File: src/rtl/nibble_serial_adder_ctrl.sv
// Multi-precision serial adder: one 4-bit ripple adder reused once per nibble,
// LSB nibble first, with the carry held in a register between passes.
//
// state | meaning
// IDLE  | waiting for a request, in_ready=1
// ADD   | one nibble added per cycle, carry kept in carry_q
// HOLD  | result presented on sum/c_out, waiting for out_ready

module bit4_4fullAdders (
   input  logic [3:0] a,
   input  logic [3:0] b,
   input  logic       ci,
   output logic [3:0] s,
   output logic       co
);
   logic c1, c2, c3;

   assign s[0] = a[0] ^ b[0] ^ ci;
   assign c1   = (a[0] & b[0]) | (ci & (a[0] ^ b[0]));
   assign s[1] = a[1] ^ b[1] ^ c1;
   assign c2   = (a[1] & b[1]) | (c1 & (a[1] ^ b[1]));
   assign s[2] = a[2] ^ b[2] ^ c2;
   assign c3   = (a[2] & b[2]) | (c2 & (a[2] ^ b[2]));
   assign s[3] = a[3] ^ b[3] ^ c3;
   assign co   = (a[3] & b[3]) | (c3 & (a[3] ^ b[3]));
endmodule

module nibble_serial_adder_ctrl #(
   parameter int WIDTH = 16
) (
   input  logic             clk,
   input  logic             rst_n,
   input  logic             in_valid,
   output logic             in_ready,
   input  logic [WIDTH-1:0] a,
   input  logic [WIDTH-1:0] b,
   input  logic             c_in,
   output logic             out_valid,
   input  logic             out_ready,
   output logic [WIDTH-1:0] sum,
   output logic             c_out
);
   localparam int NIBBLES = WIDTH / 4;
   localparam int CNT_W   = (NIBBLES > 1) ? $clog2(NIBBLES) : 1;
   localparam logic [CNT_W-1:0] LAST_NIB = CNT_W'(NIBBLES - 1);

   generate
      if ((WIDTH % 4) != 0 || WIDTH < 4) begin : g_bad_width
         $error("nibble_serial_adder_ctrl: WIDTH must be a multiple of 4 and >= 4");
      end
   endgenerate

   typedef enum logic [1:0] {IDLE, ADD, HOLD} state_e;

   state_e           state_q,     state_d;
   logic [WIDTH-1:0] a_sh_q,      a_sh_d;
   logic [WIDTH-1:0] b_sh_q,      b_sh_d;
   logic [WIDTH-1:0] sum_sh_q,    sum_sh_d;
   logic [WIDTH-1:0] sum_q,       sum_d;
   logic             carry_q,     carry_d;
   logic             c_out_q,     c_out_d;
   logic             out_valid_q, out_valid_d;
   logic             in_ready_q,  in_ready_d;
   logic [CNT_W-1:0] cnt_q,       cnt_d;

   logic [3:0]       nib_sum;
   logic             nib_co;
   logic [WIDTH-1:0] nib_top;

   bit4_4fullAdders u_add (
      .a  (a_sh_q[3:0]),
      .b  (b_sh_q[3:0]),
      .ci (carry_q),
      .s  (nib_sum),
      .co (nib_co)
   );

   // nibble result placed at the top of the word, so it can enter sum_sh from above
   assign nib_top = WIDTH'(nib_sum) << (WIDTH - 4);

   // next-state and registered-output decode
   always_comb begin
      state_d     = state_q;
      a_sh_d      = a_sh_q;
      b_sh_d      = b_sh_q;
      sum_sh_d    = sum_sh_q;
      sum_d       = sum_q;
      carry_d     = carry_q;
      c_out_d     = c_out_q;
      out_valid_d = out_valid_q;
      in_ready_d  = in_ready_q;
      cnt_d       = cnt_q;
      unique case (state_q)
         IDLE: begin
            if (in_valid) begin
               a_sh_d     = a;
               b_sh_d     = b;
               carry_d    = c_in;
               cnt_d      = '0;
               in_ready_d = 1'b0;
               state_d    = ADD;
            end
         end
         ADD: begin
            a_sh_d   = a_sh_q >> 4;
            b_sh_d   = b_sh_q >> 4;
            sum_sh_d = nib_top | (sum_sh_q >> 4);
            carry_d  = nib_co;
            cnt_d    = cnt_q + 1'b1;
            if (cnt_q == LAST_NIB) begin
               // counter parks at 0 so it never exceeds the last nibble index
               cnt_d       = '0;
               sum_d       = sum_sh_d;
               c_out_d     = nib_co;
               out_valid_d = 1'b1;
               state_d     = HOLD;
            end
         end
         HOLD: begin
            if (out_ready) begin
               out_valid_d = 1'b0;
               in_ready_d  = 1'b1;
               state_d     = IDLE;
            end
         end
         default: begin
            out_valid_d = 1'b0;
            in_ready_d  = 1'b1;
            state_d     = IDLE;
         end
      endcase
   end

   // state and datapath registers with synchronous active-low reset
   always_ff @(posedge clk) begin
      if (!rst_n) begin
         state_q     <= IDLE;
         a_sh_q      <= '0;
         b_sh_q      <= '0;
         sum_sh_q    <= '0;
         sum_q       <= '0;
         carry_q     <= 1'b0;
         c_out_q     <= 1'b0;
         out_valid_q <= 1'b0;
         in_ready_q  <= 1'b1;
         cnt_q       <= '0;
      end else begin
         state_q     <= state_d;
         a_sh_q      <= a_sh_d;
         b_sh_q      <= b_sh_d;
         sum_sh_q    <= sum_sh_d;
         sum_q       <= sum_d;
         carry_q     <= carry_d;
         c_out_q     <= c_out_d;
         out_valid_q <= out_valid_d;
         in_ready_q  <= in_ready_d;
         cnt_q       <= cnt_d;
      end
   end

   assign in_ready  = in_ready_q;
   assign out_valid = out_valid_q;
   assign sum       = sum_q;
   assign c_out     = c_out_q;
endmodule

File: config.mk
export PLATFORM = sky130hd
export DESIGN_NAME = nibble_serial_adder_ctrl
export DESIGN_NICKNAME = d
export VERILOG_FILES = /design/src/rtl/nibble_serial_adder_ctrl.sv
export SDC_FILE = /design/constraint.sdc
export NUM_CORES = 1
export LEC_CHECK = 0
export CORE_MARGIN = 1
export CORE_UTILIZATION = 33
export CTS_CLUSTER_SIZE = 40
export DETAILED_ROUTE_END_ITERATION = 7
export GPL_ROUTABILITY_DRIVEN = 0
export PLACE_DENSITY = 0.58
export SYNTH_ARGS = -nofsm -noshare
export SYNTH_HDL_FRONTEND = slang
export SYNTH_SLANG_ARGS = --single-unit
File: constraint.sdc
create_clock -name clk -period 6.9 [get_ports clk]
set_clock_uncertainty 0.1 [all_clocks]
set_input_delay 1.38 -clock clk [delete_from_list [all_inputs] [get_ports clk]]
set_output_delay 1.38 -clock clk [all_outputs]
set_load 0.01 [all_outputs]
## After elaboration in Yosys (flattened, before gate mapping)

Cells that the tools add are included.

- Reductions and logical operators: 7
- Eq/ne operators: 6
- Bitwise operators: 23
- Multiplexer cells: 19
- Add/subtract/negate cells: 1

Operators by type and width:

| kind | number |
|---|---|
| $pmux 16 s2 | 2 |
| $mux 16 | 2 |
| $or 16x12->16 | 1 |
| $mux 2 | 5 |
| $reduce_and 3->1 | 3 |
| $and 1x1->1 | 8 |
| $xor 1x1->1 | 8 |
| $ne 2x2->1 const B | 3 |
| $pmux 1 s3 | 2 |
| $pmux 2 s3 | 1 |
| $mux 1 | 5 |
| $eq 2x2->1 const B | 2 |
| $or 1x1->1 | 4 |
| $pmux 2 s2 | 1 |
| $reduce_and 2->1 | 2 |
| $add 2x1->2 const B | 1 |
| $eq 2x1->1 const B | 1 |
| $logic_not 2->1 | 1 |
| $not 1->1 | 2 |
| $pmux 1 s2 | 1 |
| $reduce_bool 2->1 | 1 |

- Output and inout port bits: 19
- Bits in registers: 72
- Logic and storage cells: 66
- Input bits: 37

## Longest topological paths before layout

- Depth in word-level cells: 10
- Mapped depth: 8

## Modules after synthesis

A second synthesis with hierarchy kept.

- Cell total of the unflattened synthesis: 319
- Area total of the unflattened synthesis: 2894.0 um^2

Modules (own cells, without submodules):

| module | area each (um^2) | cells each | sequential area each (um^2) | times used |
|---|---|---|---|---|
| nibble_serial_adder_ctrl | 2776.4 | 305 | 1361.3 | 1 |
| bit4_4fullAdders | 117.6 | 14 | 0.0 | 1 |

## Worst setup path before layout

OpenSTA, ideal clock, no wires.

- Path kind: input to register
- From: input in_valid
- To: register a_sh_q[0]
- Path slack: 4.507 ns
- Data required time: 6.681 ns
- Library setup time: 0.119 ns
- Buffers on the path: 3
- Stages: 5
- Data arrival time: 2.174 ns
- Cells stage by stage: buf_2 -> o21ba_1 -> buf_6 -> buf_6 -> o221a_1

- Word-level cells in the longest chain between the ends: 2

RTL lines:

| item | line | source |
|---|---|---|
| start: declaration | 33 | `input logic in_valid,` |
| $ne 2x2->1 (no source line) | -- |  |
| $reduce_and 2->1 (no source line) | -- |  |
| end signal: assignment | 149 | `a_sh_q <= a_sh_d;` |
| end: declaration | 56 | `logic [WIDTH-1:0] a_sh_q, a_sh_d;` |

Every way passes these cells.
A chain may end at the register's enable or synchronous reset.

## Worst setup path after layout

- From: input in_valid
- To: register carry_q

- Word-level cells in the longest chain between the ends: 2

RTL lines:

| item | line | source |
|---|---|---|
| $ne 2x2->1 (no source line) | -- |  |
| $reduce_and 2->1 (no source line) | -- |  |
| end signal: assignment | 153 | `carry_q <= carry_d;` |
| end: declaration | 60 | `logic carry_q, carry_d;` |

Every way passes these cells.

==> flow_summary.ini <==
[timing]
period_minus_slack_ps = 3650
report.final.setup_viol = 0
worst_slew_pin_slew_ps = 1160
final-max-slew-violation-count = 0
finalCritPeriodShare = 0.529
finalSetupTns_ps = 0
worst_slew_margin_rel = 0.223
postLayoutSetupSlackWorst_ps = 3250
max_freq_ghz = 0.274
rsz_0062_raised_after_global_routing = false
timing.final.hold_violations = 0

[cells_and_area]
multi_input_gate_area_um2 = 1290
fill_count = 842
area_delta_synth_final_pct = 27.0
count_of_antenna_diodes_in_the_layout = 0
final_layout_size_suffix_gt1_frac = 0.0728
final_net_count = 394
register_area_um2 = 1360

[die]
io_pins = 56
die_area_um2 = 9060
die_y_um = 95.2
die-width_um = 95.2
initial_utilization = 0.345
design.core.area_um2 = 8300
placement_rows = 33

[cts]
clk_pin_slew_ps = 70
clock-root-buffer = clkbuf_8
cts_made_buffers = 9
cts_max_path_buffers = 2
clk_lat_worst_skew_ps = 340
tritoncts_num_sinks = 68
cts_max_level = 3
clock_tree_from_tritoncts = done
post_cts_buffers = 0
ctsResizeCount = 0
cts_hold_buf = 0

[synthesis]
net_count_after_synthesis = 353
synth.ff_latch_count = 68
synth_seq_area_share = 0.475
synthesized_area_divided_by_synthesized_cell_count_um2 = 9.21
syn-cell-area_um2 = 2860
synthDistinctLibCells = 32
syn_inst = 311
synth_warnings = 0

[critical_path]
critPathMaxFanout = 27
r2r_end = carry_q
r2r_cells = 3
rr_startpoint = state_q[0]
timing.critical_path.cells = clkdlybuf4s50_1, o21ba_1, nor2_1, a2111oi_4
crit_path_top_delay_cell = clkdlybuf4s50_1
path_class = in2reg
start_kind = input pin
critPathRequiredTime_ps = 7040
critPathCaptureType = flop
critical_path_arrival_ps = 3800
worst_setup_slack_for_register_to_register_paths_ps = 4310
slowest_delay_ps = 1180

[pwr]
peakVddDrop_uv = 128
leakage_power_nw = 1.32
power-per-cell-area_nw_per_um2 = 261

[placed_design]
numPortBuffers = 55
post-dp-hpwl_um = 4360
minimum_setup_slack_after_placement_ps = 2910

[grt]
grt.total_usage = 0.158
grt_antenna_before_repair = 0
grt_pass1_vias = 2236
grt_first_pass_wirelength_um = 10800
grt_max_degree = 43
grt_remaining_overflow = 0

[worst_hold_path]
whs_path_depth = 2
hold_path_startpoint = sum[11]
worstHoldEndpoint = sum[11]
min_path_type = reg2reg

[detailed_routing]
avgViaCountPerCell = 5.02
postRouteWirelength_um = 6540
vias = 2317
first_iteration_detailed_routing_drc_count = 141
final_antenna_net_count = 0
wl_per_cell_um = 14.2
drt_drc_violations_left = 0
drt-pass1-iter-count = 6

[status]
run_status = finished clean

[run]
timing.max_cap.violations = 0
-- sequential cells by signal, summed over array words and instances, names as in the netlist --
register / count
c_out: 1
cnt_q: 2
state_q: 2
carry_q: 1
a_sh_q: 16
b_sh_q: 16
in_ready: 1
out_valid: 1
sum: 16
sum_sh_q: 12
-- power by group --
part / switching [mW] / internal (mW)
clock network: 0.153 / 0.250
logic: 0.0526 / 0.0601
registers: 0.0188 / 0.415
-- layer usage --
layer  routed length, um  up-vias  GRT usage  share of wire
met2                3120       57      0.257           0.48
met1                3050     1075      0.195           0.47
met3                 282        7     0.0502          0.043
li1                    -     1178          -              -
met5                   0        -          0              0
met4                  87        0     0.0581          0.013
-- cells in the final DEF, fill, tap and decap left out, drive strengths merged, types with 2 or more instances in the layout --
master,n
clkinv,3
bufinv,3
o22ai,5
nor2,37
buf,2
inv,10
dfxtp,68
nand2,48
o21ai,10
nand2b,3
a22oi,7
clkbuf,10
o221a,19
a21oi,35
a211oi,5
fa,4
clkdlybuf4s50,55
nand4,3
a2bb2oi,19
-- layout make-up --
type | instances | share of cell area
Sequential cell | 68 | 0.374
Multi-Input combinational cell | 205 | 0.354
Timing Repair Buffer | 57 | 0.156
Clock buffer | 10 | 0.0379
Tap cell | 105 | 0.0361
Clock inverter | 6 | 0.0306
Inverter | 11 | 0.0114
-- synth_stat cells --
master,count,area (um^2)
o21ai_1,1,5.00
fa_1,4,80.1
o221a_1,18,203
nand4_1,3,18.8
o21ba_1,1,10.0
inv_2,2,7.51
ha_1,1,12.5
a2bb2oi_1,19,166
a21oi_1,35,175
nor3b_2,1,12.5
o221a_2,1,11.3
dfxtp_1,68,1360
buf_2,10,50.1
nor3_2,1,10.0
nor2b_1,1,6.26
clkinv_1,1,3.75
nand2_1,48,180
o21ai_0,9,45.0
and3_1,1,6.26
nor2_1,37,139
and3b_1,1,8.76
buf_4,4,30.0
o22ai_1,5,31.3
a2111oi_4,1,27.5
inv_1,8,30.0
nand3b_2,1,11.3
clkbuf_1,7,26.3
a22oi_1,7,52.6
buf_6,6,67.6
o21bai_4,1,18.8
a211oi_1,5,37.5
nand2b_1,3,18.8
-- worst max-delay path, delay by kind of cell --
family          cells  cell delay [ps]
compound gates      2             1070
buf+inv             1             1180
simple gates        1              150
-- worst max path at each step --
stage / depth (start not counted) / start / to / slack, ps
after floorplan: 5 / in_valid / a_sh_q[0] / 4510
after global placement: 4 / in_valid / carry_q / 2960
after detailed placement: 4 / in_valid / carry_q / 2910
after CTS: 4 / in_valid / carry_q / 3280
after global routing: 4 / in_valid / carry_q / 3110
final: 4 / in_valid / carry_q / 3250
-- cells by family after synthesis --
logic type,Yosys count,share of synthesized area
AOI/OAI and AO/OA,103,0.273
and+or+nand+nor,97,0.144
DFF,68,0.475
buffers and inverters,38,0.0751
adders and majority gates,5,0.0323
-- stage by stage --
stage	std cells	cell area (um^2)	power [mW]	hold WS (ps)	utilization
after floorplan	311	2860	0.518	332	-
after global placement	446	3390	0.553	346	0.408
after detailed placement	446	3390	0.556	347	0.408
after CTS	462	3640	0.957	358	0.438
after global routing	462	3640	0.989	376	0.438
final	462	3640	0.948	355	0.438
Power figures use the tool's default switching activity.
